===== src/rtl/alarm_pkg.sv =====
// Shared alarm-system definitions: keypad codes, keypad FSM state encoding,
// security FSM state constants and small helpers.
package alarm_pkg;

  localparam logic [3:0] KEY_ENTER = 4'hA;
  localparam logic [3:0] KEY_CLEAR = 4'hB;

  // Keypad front-end states (3-bit encoding, also exported on dbg_state).
  typedef enum logic [2:0] {
    KP_IDLE       = 3'd0,
    KP_ENTRY      = 3'd1,
    KP_CHECK      = 3'd2,
    KP_EXIT_DELAY = 3'd3,
    KP_LOCKOUT    = 3'd4
  } kp_state_e;

  // Security FSM states, consumed by the downstream arm/disarm target.
  localparam logic [2:0] SEC_DISARMED    = 3'd0;
  localparam logic [2:0] SEC_ARMED       = 3'd1;
  localparam logic [2:0] SEC_ENTRY_DELAY = 3'd2;
  localparam logic [2:0] SEC_ALARM       = 3'd3;

  function automatic logic is_digit(input logic [3:0] code);
    return (code <= 4'd9);
  endfunction

  function automatic int max3(input int a, input int b, input int c);
    int m;
    m = (a > b) ? a : b;
    return (m > c) ? m : c;
  endfunction

endpackage


===== src/rtl/alarm_cycle_timer.sv =====
// Saturating down-counter. Loads a cycle count, ticks down, never wraps.
// o_done is high in the cycle whose tick takes the count to zero (or when the
// count is already zero), so a load of N expires exactly N edges after the load.
module alarm_cycle_timer #(
  parameter int W = 8
)(
  input  logic         clk,
  input  logic         rst,
  input  logic         i_load,
  input  logic [W-1:0] i_load_val,
  input  logic         i_tick,
  output logic         o_done
);

  logic [W-1:0] r_count;

  // Count register: load has priority over tick; holds at zero.
  always_ff @(posedge clk or posedge rst) begin
    if (rst) begin
      r_count <= '0;
    end else if (i_load) begin
      r_count <= i_load_val;
    end else if (i_tick && (r_count != '0)) begin
      r_count <= r_count - 1'b1;
    end
  end

  assign o_done = (r_count == '0) | (i_tick & (r_count == W'(1)));

endmodule


===== src/rtl/alarm_keypad_ctrl.sv =====
// PIN-entry front end: collects keypad digits, checks them against PIN,
// arms after an exit delay or disarms at once, and locks out after repeated
// bad codes.
// Key handshake: a key transfers on a clock edge where key_valid & key_ready;
// key_valid/key_code must hold until then; key_ready depends only on state.
module alarm_keypad_ctrl
  import alarm_pkg::*;
#(
  parameter int                    PIN_DIGITS        = 4,
  parameter logic [4*PIN_DIGITS-1:0] PIN             = 16'h1234,
  parameter int                    TIMEOUT_CYCLES    = 1000,
  parameter int                    MAX_FAILS         = 3,
  parameter int                    LOCKOUT_CYCLES    = 5000,
  parameter int                    EXIT_DELAY_CYCLES = 100
)(
  input  logic       clk,
  input  logic       rst,
  input  logic       key_valid,
  input  logic [3:0] key_code,
  output logic       key_ready,
  output logic       arm,
  output logic       exit_pending,
  output logic       disarm_pulse,
  output logic       code_err,
  output logic       locked,
  output logic [2:0] dbg_state
);

  localparam int BW   = 4 * PIN_DIGITS;
  localparam int CW   = $clog2(PIN_DIGITS + 1);
  localparam int FW   = (MAX_FAILS > 1) ? $clog2(MAX_FAILS) : 1;
  localparam int TMAX = max3(TIMEOUT_CYCLES, LOCKOUT_CYCLES, EXIT_DELAY_CYCLES);
  localparam int TW   = $clog2(TMAX + 1);

  kp_state_e     r_state, w_state_nxt;
  logic [BW-1:0] r_buf, w_buf_nxt;
  logic [CW-1:0] r_cnt, w_cnt_nxt;
  logic          r_ovf, w_ovf_nxt;
  logic [FW-1:0] r_fails, w_fails_nxt;
  logic          r_arm, w_arm_nxt;
  logic          r_pend, w_pend_nxt;
  logic          r_disarm, w_disarm_nxt;
  logic          r_err, w_err_nxt;
  logic          r_locked, w_locked_nxt;

  logic          w_accept;
  logic          w_digit;
  logic          w_match;
  logic [BW-1:0] w_buf_shift;
  logic          w_tmr_load;
  logic [TW-1:0] w_tmr_val;
  logic          w_tmr_tick;
  logic          w_tmr_done;

  assign key_ready = ~rst & ((r_state == KP_IDLE) | (r_state == KP_ENTRY) |
                             (r_state == KP_EXIT_DELAY));
  assign w_accept    = key_valid & key_ready;
  assign w_digit     = is_digit(key_code);
  assign w_buf_shift = (r_buf << 4) | BW'(key_code);
  assign w_match     = (r_cnt == CW'(PIN_DIGITS)) & ~r_ovf & (r_buf == PIN);
  assign w_tmr_tick  = (r_state == KP_ENTRY) | (r_state == KP_EXIT_DELAY) |
                       (r_state == KP_LOCKOUT);

  alarm_cycle_timer #(.W(TW)) u_timer (
    .clk        (clk),
    .rst        (rst),
    .i_load     (w_tmr_load),
    .i_load_val (w_tmr_val),
    .i_tick     (w_tmr_tick),
    .o_done     (w_tmr_done)
  );

  // State and datapath registers; reset aborts everything, arm drops at once.
  always_ff @(posedge clk or posedge rst) begin
    if (rst) begin
      r_state  <= KP_IDLE;
      r_buf    <= '0;
      r_cnt    <= '0;
      r_ovf    <= 1'b0;
      r_fails  <= '0;
      r_arm    <= 1'b0;
      r_pend   <= 1'b0;
      r_disarm <= 1'b0;
      r_err    <= 1'b0;
      r_locked <= 1'b0;
    end else begin
      r_state  <= w_state_nxt;
      r_buf    <= w_buf_nxt;
      r_cnt    <= w_cnt_nxt;
      r_ovf    <= w_ovf_nxt;
      r_fails  <= w_fails_nxt;
      r_arm    <= w_arm_nxt;
      r_pend   <= w_pend_nxt;
      r_disarm <= w_disarm_nxt;
      r_err    <= w_err_nxt;
      r_locked <= w_locked_nxt;
    end
  end

  // Next-state and next-output decode; an accepted key beats timer expiry.
  always_comb begin
    w_state_nxt  = r_state;
    w_buf_nxt    = r_buf;
    w_cnt_nxt    = r_cnt;
    w_ovf_nxt    = r_ovf;
    w_fails_nxt  = r_fails;
    w_arm_nxt    = r_arm;
    w_pend_nxt   = r_pend;
    w_disarm_nxt = 1'b0;
    w_err_nxt    = 1'b0;
    w_locked_nxt = r_locked;
    w_tmr_load   = 1'b0;
    w_tmr_val    = '0;
    case (r_state)
      KP_IDLE: begin
        if (w_accept && w_digit) begin
          w_buf_nxt   = BW'(key_code);
          w_cnt_nxt   = CW'(1);
          w_ovf_nxt   = 1'b0;
          w_tmr_load  = 1'b1;
          w_tmr_val   = TW'(TIMEOUT_CYCLES);
          w_state_nxt = KP_ENTRY;
        end
      end
      KP_ENTRY: begin
        if (w_accept) begin
          w_tmr_load = 1'b1;
          w_tmr_val  = TW'(TIMEOUT_CYCLES);
          if (w_digit) begin
            w_buf_nxt = w_buf_shift;
            if (r_cnt == CW'(PIN_DIGITS)) w_ovf_nxt = 1'b1;
            else                          w_cnt_nxt = r_cnt + 1'b1;
          end else if (key_code == KEY_CLEAR) begin
            w_state_nxt = KP_IDLE;
          end else if (key_code == KEY_ENTER) begin
            w_state_nxt = KP_CHECK;
          end
        end else if (w_tmr_done) begin
          w_state_nxt = KP_IDLE;
        end
      end
      KP_CHECK: begin
        if (w_match && !r_arm) begin
          w_fails_nxt = '0;
          w_pend_nxt  = 1'b1;
          w_tmr_load  = 1'b1;
          w_tmr_val   = TW'(EXIT_DELAY_CYCLES);
          w_state_nxt = KP_EXIT_DELAY;
        end else if (w_match) begin
          w_fails_nxt  = '0;
          w_arm_nxt    = 1'b0;
          w_disarm_nxt = 1'b1;
          w_state_nxt  = KP_IDLE;
        end else begin
          w_err_nxt = 1'b1;
          if ((int'(r_fails) + 1) == MAX_FAILS) begin
            w_fails_nxt  = '0;
            w_locked_nxt = 1'b1;
            w_tmr_load   = 1'b1;
            w_tmr_val    = TW'(LOCKOUT_CYCLES);
            w_state_nxt  = KP_LOCKOUT;
          end else begin
            w_fails_nxt = r_fails + 1'b1;
            w_state_nxt = KP_IDLE;
          end
        end
      end
      KP_EXIT_DELAY: begin
        if (w_accept && (key_code == KEY_CLEAR)) begin
          w_pend_nxt  = 1'b0;
          w_state_nxt = KP_IDLE;
        end else if (w_tmr_done) begin
          w_arm_nxt   = 1'b1;
          w_pend_nxt  = 1'b0;
          w_state_nxt = KP_IDLE;
        end
      end
      KP_LOCKOUT: begin
        if (w_tmr_done) begin
          w_locked_nxt = 1'b0;
          w_buf_nxt    = '0;
          w_cnt_nxt    = '0;
          w_ovf_nxt    = 1'b0;
          w_state_nxt  = KP_IDLE;
        end
      end
      default: w_state_nxt = KP_IDLE;
    endcase
  end

  assign arm          = r_arm;
  assign exit_pending = r_pend;
  assign disarm_pulse = r_disarm;
  assign code_err     = r_err;
  assign locked       = r_locked;
  assign dbg_state    = r_state;

endmodule

===== config.mk =====
export PLATFORM = sky130hd
export DESIGN_NAME = alarm_keypad_ctrl
export DESIGN_NICKNAME = d
export VERILOG_FILES = /design/src/rtl/alarm_pkg.sv /design/src/rtl/alarm_cycle_timer.sv /design/src/rtl/alarm_keypad_ctrl.sv
export SDC_FILE = /design/constraint.sdc
export NUM_CORES = 1
export LEC_CHECK = 0
export BUFFER_PORTS_ARGS = -buffer_cell sky130_fd_sc_hd__buf_2
export CAP_MARGIN = 20
export CORE_MARGIN = 4
export CORE_UTILIZATION = 45
export CTS_CLUSTER_DIAMETER = 30
export DETAILED_ROUTE_END_ITERATION = 10
export GPL_TIMING_DRIVEN = 0
export SETUP_SLACK_MARGIN = 0.2
export SYNTH_ARGS = -nofsm -noshare
export SYNTH_HDL_FRONTEND = slang
export SYNTH_SLANG_ARGS = --single-unit

===== constraint.sdc =====
create_clock -name clk -period 1.8 [get_ports clk]
set_input_delay 0.27 -clock clk [delete_from_list [all_inputs] [get_ports clk]]
set_output_delay 0.27 -clock clk [all_outputs]
set_load 0.05 [all_outputs]

==> Word level (Yosys, flattened, before mapping) <==
Cells that the tools add are included.
{ "classes": {"addsub": 4, "n_eq_ne": 26, "reduce_logical": 19, "magnitude_cmp": 1, "n_mux": 62, "bitwise": 13} }
{ "op_table": {"columns": ["op", "n"], "rows": [
  ["2-to-1 mux 13 bit", 5],
  ["2-to-1 mux 16 bit", 4],
  ["case mux 16 bit (3 select lines)", 1],
  ["2-to-1 mux 3 bit", 14],
  ["case mux 13 bit (3 select lines)", 1],
  ["2-to-1 mux 1 bit", 25],
  ["2-to-1 mux 10 bit", 2],
  ["!= test 2 bit, second input constant", 10],
  ["equality test 16 x 13 -> 1 bit, second input constant", 1],
  ["bitwise OR 16 x 4 -> 16 bit", 1],
  ["case mux 3 bit (5 select lines)", 1],
  ["AND reduction 5 bit", 3],
  ["equality test 13 x 1 -> 1 bit, second input constant", 1],
  ["zero test 13 bit", 1],
  ["nonzero test 13 bit", 1],
  ["subtractor 13 x 1 -> 13 bit, second input constant", 1],
  ["AND reduction 6 bit", 2],
  ["equality test 3 x 2 -> 1 bit, second input constant", 3],
  ["case mux 3 bit (3 select lines)", 1],
  ["equality test 4 bit, second input constant", 2],
  ["equality test 3 bit, second input constant", 2],
  ["2-to-1 mux 2 bit", 3],
  ["!= test 2 x 1 -> 1 bit, second input constant", 3],
  ["case mux 1 bit (2 select lines)", 3],
  ["other kinds (18)", 34]
]} }
{ "word_totals": {"regBits": 43, "out_inout_bits": 9, "inputBits": 7, "word_cells": 136} }

==> Depth between registers and ports, before layout <==
Gate-level depths: netlist (run 1).
{ "depth": {"ltp_word": 9, "ltp_mapped": 7, "depth_no_buf": 7} }

==> Hierarchy <==
From an unflattened synthesis (run 1), not the netlist that was laid out.
{ "unflattened": {"hier_cells": 282, "hier_area_um2": 2537.4} }
{ "by_module_without_submodules": {"columns": ["mod", "instances", "seq_area_each_um2", "area_per_inst_um2", "cells_per_inst"], "rows": [
  ["alarm_keypad_ctrl", 1, 750.7, 1629.1, 172],
  ["alarm_cycle_timer", 1, 325.3, 908.4, 110]
]} }

==> Worst setup path after synthesis (run 1) <==
OpenSTA, ideal clock, no wires.
{ "synth_path": {"path_type": "reg-to-output", "from": "register r_state[1] (netlist: dbg_state[1])", "to": "output key_ready", "arrival_time_ps": 2036, "path_slack_ps": -506, "stages_incl_launch_ff": 4, "cell_sequence": "dfrtp_1 -> buf_2 -> nor2b_1 -> nor3_1"} }
{ "synth_between": {"elab_chain_len": 4} }
{ "synth_rtl": {"columns": ["item", "line", "text"], "rows": [
  ["from (decl)", "alarm_keypad_ctrl.sv:35", "kp_state_e r_state, w_state_nxt;"],
  ["from (signal assigned)", "alarm_keypad_ctrl.sv:87", "r_state <= w_state_nxt;"],
  ["equality test 3 x 1 -> 1 bit or zero test 3 bit (tied branches)", "alarm_keypad_ctrl.sv:55", "assign key_ready = ~rst & ((r_state == KP_IDLE) | (r_state == KP_ENTRY) |"],
  ["bitwise OR 1 bit", "alarm_keypad_ctrl.sv:55", null],
  ["bitwise OR 1 bit (*)", "alarm_keypad_ctrl.sv:55", null],
  ["AND 1 bit (*)", "alarm_keypad_ctrl.sv:55", null],
  ["to (decl)", "alarm_keypad_ctrl.sv:20", "output logic key_ready,"]
]} }
Every way passes the cells marked *; elsewhere a longest branch is shown, timed or not.

==> Final worst setup path (run 1) <==
{ "layout_path": {"from": "register r_cnt[1]", "to": "register r_state[0] (netlist: dbg_state[0])"} }
{ "layout_between": {"elab_chain_len": 6} }
{ "layout_rtl": {"columns": ["item", "line", "text"], "rows": [
  ["from (decl)", "alarm_keypad_ctrl.sv:37", "logic [CW-1:0] r_cnt, w_cnt_nxt;"],
  ["from (signal assigned)", "alarm_keypad_ctrl.sv:89", "r_cnt <= w_cnt_nxt;"],
  ["equality test 3 bit (*)", "alarm_keypad_ctrl.sv:60", "assign w_match = (r_cnt == CW'(PIN_DIGITS)) & ~r_ovf & (r_buf == PIN);"],
  ["AND 1 bit (*) (2 in a row)", "alarm_keypad_ctrl.sv:60", null],
  ["2-to-1 mux 3 bit or logical AND 1 bit (tied branches)", "alarm_keypad_ctrl.sv:149, alarm_keypad_ctrl.sv:143", null],
  ["2-to-1 mux 3 bit (*)", "alarm_keypad_ctrl.sv:143", "if (w_match && !r_arm) begin"],
  ["case mux 3 bit (5 select lines) (*)", "alarm_keypad_ctrl.sv:114", "case (r_state)"]
]} }
Marks and branches as above.
A chain may end at the register's enable or synchronous reset.

==> flow_summary.ini, run 1 <==
[outcome]
status = finished with violations
violations = setup timing

[yosys]
synth.most_common_cell = dfrtp_1
ys_ff_latch = 43
ys_top_cells_by_count = dfrtp_1 (43), nor2_1 (22), a22o_1 (17)
ys_dominant_reg_cell = dfrtp_1
netlist.top_cell.by_area = dfrtp_1
synth_fp_nets = 237
avgSynthCellArea_um2 = 10.0
synth_top_cell_area_share = 0.477
yosysWarnings = 0
async_flop_share = 1.00
syn_inst = 225
synth_edf_count = 0
synth.yosys.seq_area_share = 0.477
syn_area_um2 = 2250
ys_types = 51
yosys-top-cells-area = dfrtp_1 (48%), a22o_1 (6.6%), nor2_1 (3.7%)

[floorplan]
start_util = 0.471
rows = 25
die_area_um2 = 6210
die_h_um = 78.8
coreArea_um2 = 4790
die_w_um = 78.8
ios = 16

[sta]
fin_setup_tns_ns = -1.72
clock_skew_ns = 0.00219
hold_slack_ns = 0.0125
fmaxAchievable_mhz = 504
rsz0062_at_grt = true
finalMaxSlewViolations = 0
timing.final.ws_setup_ns = -0.185
tightest_slew_ns = 0.484
finalSetupViolCount = 28
hold_viol = 0
period_needed_ns = 1.99
relSlewSlack = 0.676
min_period_over_period = 1.10

[pwr]
power.density_nw_per_um2 = 1230
power_frac_clock = 0.148
p_int_uw = 2440
p_comb_frac = 0.454
seqPwrFrac = 0.398
ir_drop_mv = 0.702
p_leak_uw = 0.00141
power.switching_uw = 1620
power_uw = 4060
sw_frac_of_total = 0.398

[clocking]
cts_sinks = 43
htree_levels = 2
clk_path_buf_depth = 2
cts_hold_buf = 0
cts_buffers = 5
cts_tree = yes
root_buffer = clkbuf_8
clkTransAtPathRegs_ns = 0.08
clock_latency_ns = 0.29

[detailed_routing]
viasPerCell = 5.84
drt-total-wl_um = 6410
routed.top_layer = met4
route.met2.wl_um = 3030
vias = 2113
dr.first_iter.drc_count = 176
drc = 0
drt_pass1_iterations = 4
wl_met3_um = 214
antenna_left = 0
wl_per_cell_um = 17.7
wl_met1_um = 3050

[placed_design]
dp_slack_ns = -0.275
io_buffers = 15
dp_hpwl_um = 3760
globalplace.congestion = 0.933

[layout]
syn_to_final_growth_pct = 46.4
register_area_um2 = 1080
multi_input_area_um2 = 1410
fillers = 337
n_antenna_cell = 0
fin_nets = 306
layout-drive-gt1-share = 0.458

[setup_path]
cp.arrival_ns = 2.21
r2r-end = dbg_state[0]
timing.critical_path.from = r_cnt[1]
timing.rr.start = r_cnt[1]
ff2ff_path_depth = 7
path_max_fanout = 3
worstSetupPathType = register to register
end_kind = register
worstPathRequired_ns = 2.03
reg2reg_setup_slack_ns = -0.19
critPathLaunchType = register

[flow_run]
drv_cap = 0

[grt]
grt_max_degree = 26
grt_pass1_wl_um = 9720
antenna_found_initial = 0
grt_pass1_vias = 1928
grt_overflow = 0
grt_use_total = 0.202

[hold_path]
hold_class = input port to async pin
==> flip-flops by register name (all words and copies together) (netlist names) <==
name,cells
code_err,1
r_ovf,1
arm,1
locked,1
disarm_pulse,1
r_cnt,3
u_timer.r_count,13
dbg_state,3
r_buf,16
exit_pending,1
r_fails,2
==> logic make-up (layout without fill, tap and decap cells) <==
| family | Yosys count | count (layout) | share of synthesized area |
|---|---|---|---|
| AOI/OAI and AO/OA | 60 | 60 | 0.200 |
| xor gates and xnor gates | 11 | 11 | 0.0427 |
| adders and majority gates | 5 | 5 | 0.0277 |
| buffers and inverters | 19 | 89 | 0.0377 |
| DFF | 43 | 43 | 0.477 |
| and+or+nand+nor | 87 | 87 | 0.214 |
==> routing by layer <==
layer  GRT usage  vias up
li1            -      981
met1       0.291     1048
met2       0.303       68
met3      0.0431       16
met4      0.0647        0
met5           0        -
==> metrics by stage <==
stage	util	std cells	cell area, um2
after floorplan	-	225	2330
after global placement	0.519	307	2480
after detailed placement	0.523	308	2500
after CTS	0.619	339	2960
after global routing	0.690	362	3300
final	0.690	362	3300
==> power by group through the flow <==
stage | Sequential [uW] | Combinational (uW) | Clock, uW
2_1_floorplan | 1610 | 873 | 0
3_3_place_gp | 1610 | 1170 | 0
3_5_place_dp | 1600 | 1190 | 0
4_1_cts | 1590 | 1500 | 613
5_1_grt | 1640 | 1980 | 671
6_report | 1610 | 1840 | 603
==> cells in the final DEF (no fill, tap or decap), drive strengths merged, types with 9 or more instances in the layout <==
master	instances
a22o	17
buf	68
clkbuf	9
dfrtp	43
inv	10
nand2	13
nand4	11
nor2	22
nor3	10
o21ai	10
xor2	9
==> worst max path at each step <==
| stage | end | slack [ns] | cells after the start |
|---|---|---|---|
| 2_1_floorplan | u_timer.r_count[12] | -0.17 | 5 |
| 3_3_place_gp | u_timer.r_count[2] | -0.28 | 7 |
| 3_5_place_dp | u_timer.r_count[2] | -0.27 | 7 |
| 4_1_cts | dbg_state[0] | -0.13 | 7 |
| 5_1_grt | dbg_state[0] | -0.26 | 7 |
| 6_report | dbg_state[0] | -0.19 | 7 |
==> critical path, stage by stage, from the launching register on <==
cell and delay [ns]:
dfrtp_1 0.41, inv_2 0.08, ha_4 0.13, and4b_1 0.19
nand4_1 0.15, or4_4 0.56, a211oi_2 0.24, o22a_1 0.16
==> final cells by class <==
type	count	share of cell area
inverters	10	0.0114
flip-flops and latches	43	0.327
clock buffers	6	0.0220
clock inverters	2	0.00379
plain buffers	9	0.0341
well taps	67	0.0254
repair buffers	62	0.148
multi-input cells	163	0.428
==> repair_timing <==
| action | CTS | global route |
|---|---|---|
| pin swaps | 14 | 24 |
| setup buffers | 23 | 23 |
| cloned | 0 | 0 |
| gates resized for setup | 48 | 43 |
| endpoints found under the setup margin | 44 | 42 |
No activity file was read; power rests on OpenSTA's default activity.
==> run 2, diff against run 1 <==
--- a/config.mk
+++ b/config.mk
@@ -7,11 +7,14 @@
 export LEC_CHECK = 0
 export BUFFER_PORTS_ARGS = -buffer_cell sky130_fd_sc_hd__buf_2
 export CAP_MARGIN = 20
+export CELL_PAD_IN_SITES_DETAIL_PLACEMENT = 1
+export CELL_PAD_IN_SITES_GLOBAL_PLACEMENT = 1
 export CORE_MARGIN = 4
-export CORE_UTILIZATION = 45
+export CORE_UTILIZATION = 42
 export CTS_CLUSTER_DIAMETER = 30
 export DETAILED_ROUTE_END_ITERATION = 10
 export GPL_TIMING_DRIVEN = 0
+export PLACE_DENSITY_LB_ADDON = 0.3
 export SETUP_SLACK_MARGIN = 0.2
 export SYNTH_ARGS = -nofsm -noshare
 export SYNTH_HDL_FRONTEND = slang
==> run 2 against run 1 <==
Net effect: the flow still finishes with violations (setup timing); sequential share of layout area fell by 1.6 points; sequential power rose by 5%; hold slack improved by 0.24 ns; clock-buffer cell count rose by 1; clock power rose by 22%; register-to-register slack got worse by 0.13 ns; design area rose by 5.4%; global-route usage rose by 5.4 points; first-iteration DRC count rose by 18%; total power rose by 11%; flip-flop and latch count did not move; clock skew rose by 0.018 ns; critical endpoint is now u_timer.r_count[1]; largest power group unchanged; highest routed layer unchanged.
==> flow_summary.ini, run 2 (same netlist as run 1, synthesis figures left out) <==
[layout]
n_antenna_cell = 0
largest-register = r_buf
final_common_cell = dfrtp_1
fin_nets = 312
largest_reg_flops = 16
reg.largest.list = r_buf (16), u_timer.r_count (13)
finish.instance_area_um2 = 3480
syn_to_final_growth_pct = 54.3
final_cell_mix = dfrtp_1 (38), buf_4 (36), a22o_1 (17), buf_2 (16), buf_6 (16)
layout-drive-gt1-share = 0.495

[grt]
grt_busiest_layer = met2
grt_use_total = 0.256
grt.met1_usage = 0.335
grt_overflow = 0
antenna_found_initial = 0
grt_pass1_vias = 2263
use_met3 = 0.0554
use_met2 = 0.404
grt_max_degree = 31
grt_pass1_wl_um = 12500

[sta]
rsz0062_at_grt = true
min_period_over_period = 1.18
hold_viol = 0
fmaxAchievable_mhz = 472
period_needed_ns = 2.12
tightest_slew_ns = 0.477
clock_skew_ns = 0.0201
hold_slack_ns = 0.252
finalMaxSlewViolations = 0
timing.final.ws_setup_ns = -0.317
relSlewSlack = 0.679
finalSetupViolCount = 42

[setup_path]
critPathLaunchType = register
cp_num_buf_inv = 4
r2r-end = u_timer.r_count[1]
worstPathCellList = inv_2 > ha_4 > and4b_1 > nand4_1 > buf_6 > buf_6 > o21ai_4 > buf_6 > nand3_4 > a211oi_2
critPathSlowestCell = dfrtp_1
path_delay_family = buffers and inverters
max_stage_delay_ns = 0.41
path_max_fanout = 5
worstSetupPathType = register to register
reg2reg_setup_slack_ns = -0.32
timing.rr.start = r_cnt[0]
ff2ff_path_depth = 10
cp.arrival_ns = 2.35
end_kind = register
worstPathRequired_ns = 2.03
cpMostUsedCell = buf_6

[placed_design]
globalplace.congestion = 0.852
place_area_um2 = 2510
io_buffers = 15
dp_hpwl_um = 4200

[detailed_routing]
drc = 0
drt_pass1_iterations = 4
dr.first_iter.drc_count = 207
wl_per_cell_um = 27.6
vias = 2383
drt-total-wl_um = 10200
antenna_left = 0
viasPerCell = 6.42

[floorplan]
coreArea_um2 = 5140
die_w_um = 81.3
die_area_um2 = 6600
ios = 16
die_h_um = 81.3
start_util = 0.439
rows = 26

[hold_path]
min_from = key_code[0]
hold_class = input port to register
min_to = r_buf[0]
whs_path_depth = 2

[clocking]
clk_path_buf_depth = 2
cts_tree = yes
cts_sinks = 43
htree_levels = 2
cts_buffers = 5
root_buffer = clkbuf_8
clock_latency_ns = 0.33
clkTransAtPathRegs_ns = 0.10

[pwr]
p_leak_uw = 0.00150
power_uw = 4520
ir_drop_mv = 0.642
power.density_nw_per_um2 = 1300

[outcome]
violations = setup timing
status = finished with violations

[flow_run]
drv_cap = 0
[run 2: how the worst max path moves through the flow]
stage | from | endpoint | slack [ns] | cells past startpoint
after detailed placement | r_cnt[0] | u_timer.r_count[2] | -0.35 | 7
final | r_cnt[0] | u_timer.r_count[1] | -0.32 | 10
after CTS | dbg_state[2] | u_timer.r_count[12] | -0.11 | 5
after global placement | r_cnt[0] | u_timer.r_count[2] | -0.32 | 7
after global routing | r_cnt[0] | u_timer.r_count[1] | -0.36 | 10
after floorplan | dbg_state[0] | u_timer.r_count[12] | -0.17 | 5
[run 2: where the power goes]
group          leakage (uW)  switching [uW]  internal (uW)
sequential         0.000534             410           1280
clock             0.0000505             385            350
combinational      0.000917            1160            931
total               0.00150            1960           2560
[run 2: metal layers]
| metal | vias to the layer above | share of wire | wire length (um) |
|---|---|---|---|
| met2 | 131 | 0.49 | 5030 |
| met3 | 24 | 0.067 | 684 |
| met1 | 1236 | 0.41 | 4220 |
| met4 | 0 | 0.030 | 307 |
| li1 | 992 | - | - |
| met5 | - | 0 | 0 |
[run 2: what timing repair did]
action,CTS,global route
setup endpoints to repair,44,44
resized for setup,66,43
hold buffers,1,0
setup buffers,21,29
pin swaps,25,18
gates cloned,0,1
endpoints found under the hold margin,13,0
[run 2: final cells by class]
class,instances,area [um2]
inverter,10,37.5
tap,70,87.6
clock buffer,7,96.3
buffer,9,96.3
clock inverter,1,7.51
sequential,43,1080
fill,539,1660
timing repair buffer,68,568
multi-input combinational,163,1500
[run 2: metrics by stage]
stage	util	instances	setup WS, ns	TNS [ns]
after floorplan	-	225	-0.167	-0.931
after global placement	0.484	310	-0.325	-11.51
after detailed placement	0.488	311	-0.353	-5.97
after CTS	0.595	341	-0.108	-1.26
after global routing	0.677	371	-0.359	-6.75
final	0.677	371	-0.317	-5.67
==> run 3, diff against run 2 <==
--- a/config.mk
+++ b/config.mk
@@ -15,6 +15,7 @@
 export DETAILED_ROUTE_END_ITERATION = 10
 export GPL_TIMING_DRIVEN = 0
 export PLACE_DENSITY_LB_ADDON = 0.3
+export RECOVER_POWER = 100
 export SETUP_SLACK_MARGIN = 0.2
 export SYNTH_ARGS = -nofsm -noshare
 export SYNTH_HDL_FRONTEND = slang
==> run 3 against run 2 <==
Net effect: the run still ends with setup timing left; total power down 0.51%; sequential power hardly changed; worst setup slack lost 0.0050 ns; largest cell class unchanged.
==> flow_summary.ini, run 3 (same netlist as run 1, synthesis figures left out) <==
[outcome]
status = finished with violations
violations = setup timing

[setup_path]
max_stage_delay_ns = 0.41
critPathLaunchType = register
ff2ff_path_depth = 10
cp_num_buf_inv = 4
critPathSlowestCell = dfrtp_1
path_max_fanout = 5
reg2reg_setup_slack_ns = -0.32
worstPathRequired_ns = 2.03
end_kind = register
worstSetupPathType = register to register
path_delay_family = buffers and inverters
cp.arrival_ns = 2.35
r2r-end = u_timer.r_count[1]
worstPathCellList = inv_2 > ha_4 > and4b_1 > nand4_1 > buf_6 > buf_6 > o21ai_4 > buf_6 > nand3_4 > a211oi_2
cpMostUsedCell = buf_6
timing.rr.start = r_cnt[0]

[pwr]
p_leak_uw = 0.00147
power_uw = 4500
power.density_nw_per_um2 = 1300
ir_drop_mv = 0.645

[hold_path]
hold_class = input port to register
whs_path_depth = 2
min_from = key_code[0]
min_to = r_buf[0]

[placed_design]
dp_hpwl_um = 4200
dp_cells = 311
globalplace.congestion = 0.852
place_area_um2 = 2510
io_buffers = 15

[clocking]
cts_sinks = 43
clock_latency_ns = 0.33
cts_tree = yes
clk_path_buf_depth = 2
htree_levels = 2
clkTransAtPathRegs_ns = 0.10
root_buffer = clkbuf_8
cts_buffers = 5

[detailed_routing]
drc = 0
drt_pass1_iterations = 4
drt-total-wl_um = 10200
wl_per_cell_um = 27.4
vias = 2362
viasPerCell = 6.37
antenna_left = 0
dr.first_iter.drc_count = 208

[sta]
hold_slack_ns = 0.248
finalSetupViolCount = 42
hold_viol = 0
clock_skew_ns = 0.0166
fmaxAchievable_mhz = 471
min_period_over_period = 1.18
finalMaxSlewViolations = 0
period_needed_ns = 2.12
rsz0062_at_grt = true
tightest_slew_ns = 0.620
relSlewSlack = 0.588
timing.final.ws_setup_ns = -0.322

[layout]
fillers = 543
largest-register = r_buf
layout-drive-gt1-share = 0.468
finish.instance_area_um2 = 3460
final_common_cell = dfrtp_1
syn_to_final_growth_pct = 53.4
instances_no_fill = 371
largest_reg_flops = 16
fin_nets = 312
final_cell_mix = dfrtp_1 (38), buf_4 (36), a22o_1 (17), buf_6 (16), nor2_1 (14)
n_antenna_cell = 0
reg.largest.list = r_buf (16), u_timer.r_count (13)

[floorplan]
ios = 16
rows = 26
start_util = 0.439
die_h_um = 81.3
die_area_um2 = 6600
die_w_um = 81.3
coreArea_um2 = 5140

[grt]
grt_use_total = 0.256
grt_pass1_vias = 2263
antenna_found_initial = 0
grt_pass1_wl_um = 12500
grt_max_degree = 31
grt_overflow = 0

[flow_run]
drv_cap = 0
[run 3: how the worst max path moves through the flow]
stage          cells past startpoint                  end         start  slack (ns)
2_1_floorplan                      5  u_timer.r_count[12]  dbg_state[0]       -0.17
3_5_place_dp                       7   u_timer.r_count[2]      r_cnt[0]       -0.35
3_3_place_gp                       7   u_timer.r_count[2]      r_cnt[0]       -0.32
6_report                          10   u_timer.r_count[1]      r_cnt[0]       -0.32
5_1_grt                           10   u_timer.r_count[1]      r_cnt[0]       -0.36
4_1_cts                            5  u_timer.r_count[12]  dbg_state[2]       -0.11
[run 3: layout make-up]
| type | count | area (um2) | area share |
|---|---|---|---|
| repair buffers | 68 | 547 | 0.158 |
| plain buffers | 9 | 96.3 | 0.0279 |
| flip-flops and latches | 43 | 1080 | 0.313 |
| clock buffers | 7 | 96.3 | 0.0279 |
| well taps | 70 | 87.6 | 0.0253 |
| clock inverters | 1 | 7.51 | 0.00217 |
| inverters | 10 | 37.5 | 0.0109 |
| multi-input cells | 163 | 1500 | 0.435 |
[run 3: metal layers]
layer  vias to the layer above  share of wire  wire length [um]  global-route usage
met1                      1214           0.41              4130               0.335
li1                        988              -                 -                   -
met2                       132           0.48              4900               0.404
met4                         0          0.036               368               0.117
met5                         -              0                 0                   0
met3                        28          0.074               754              0.0554
[run 3: where the power goes]
part           switching (uW)  internal (uW)
Combinational            1150            919
Clock                     385            350
Sequential                407           1280
[run 3: what timing repair did]
action,in CTS,in global routing
resized for setup,66,43
cloned,0,1
buffers inserted,21,29
pin swaps,25,18
hold buffers,1,0
endpoints found under the setup margin,44,44
hold endpoints to repair,13,0
[run 3: metrics by stage]
step	setup TNS, ns	utilization	worst slack [ns]
finish	-5.40	0.673	-0.322
global route	-6.75	0.673	-0.359
CTS	-1.26	0.595	-0.108
detailed placement	-5.97	0.488	-0.353
global placement	-11.51	0.484	-0.325
floorplan	-0.931	-	-0.167
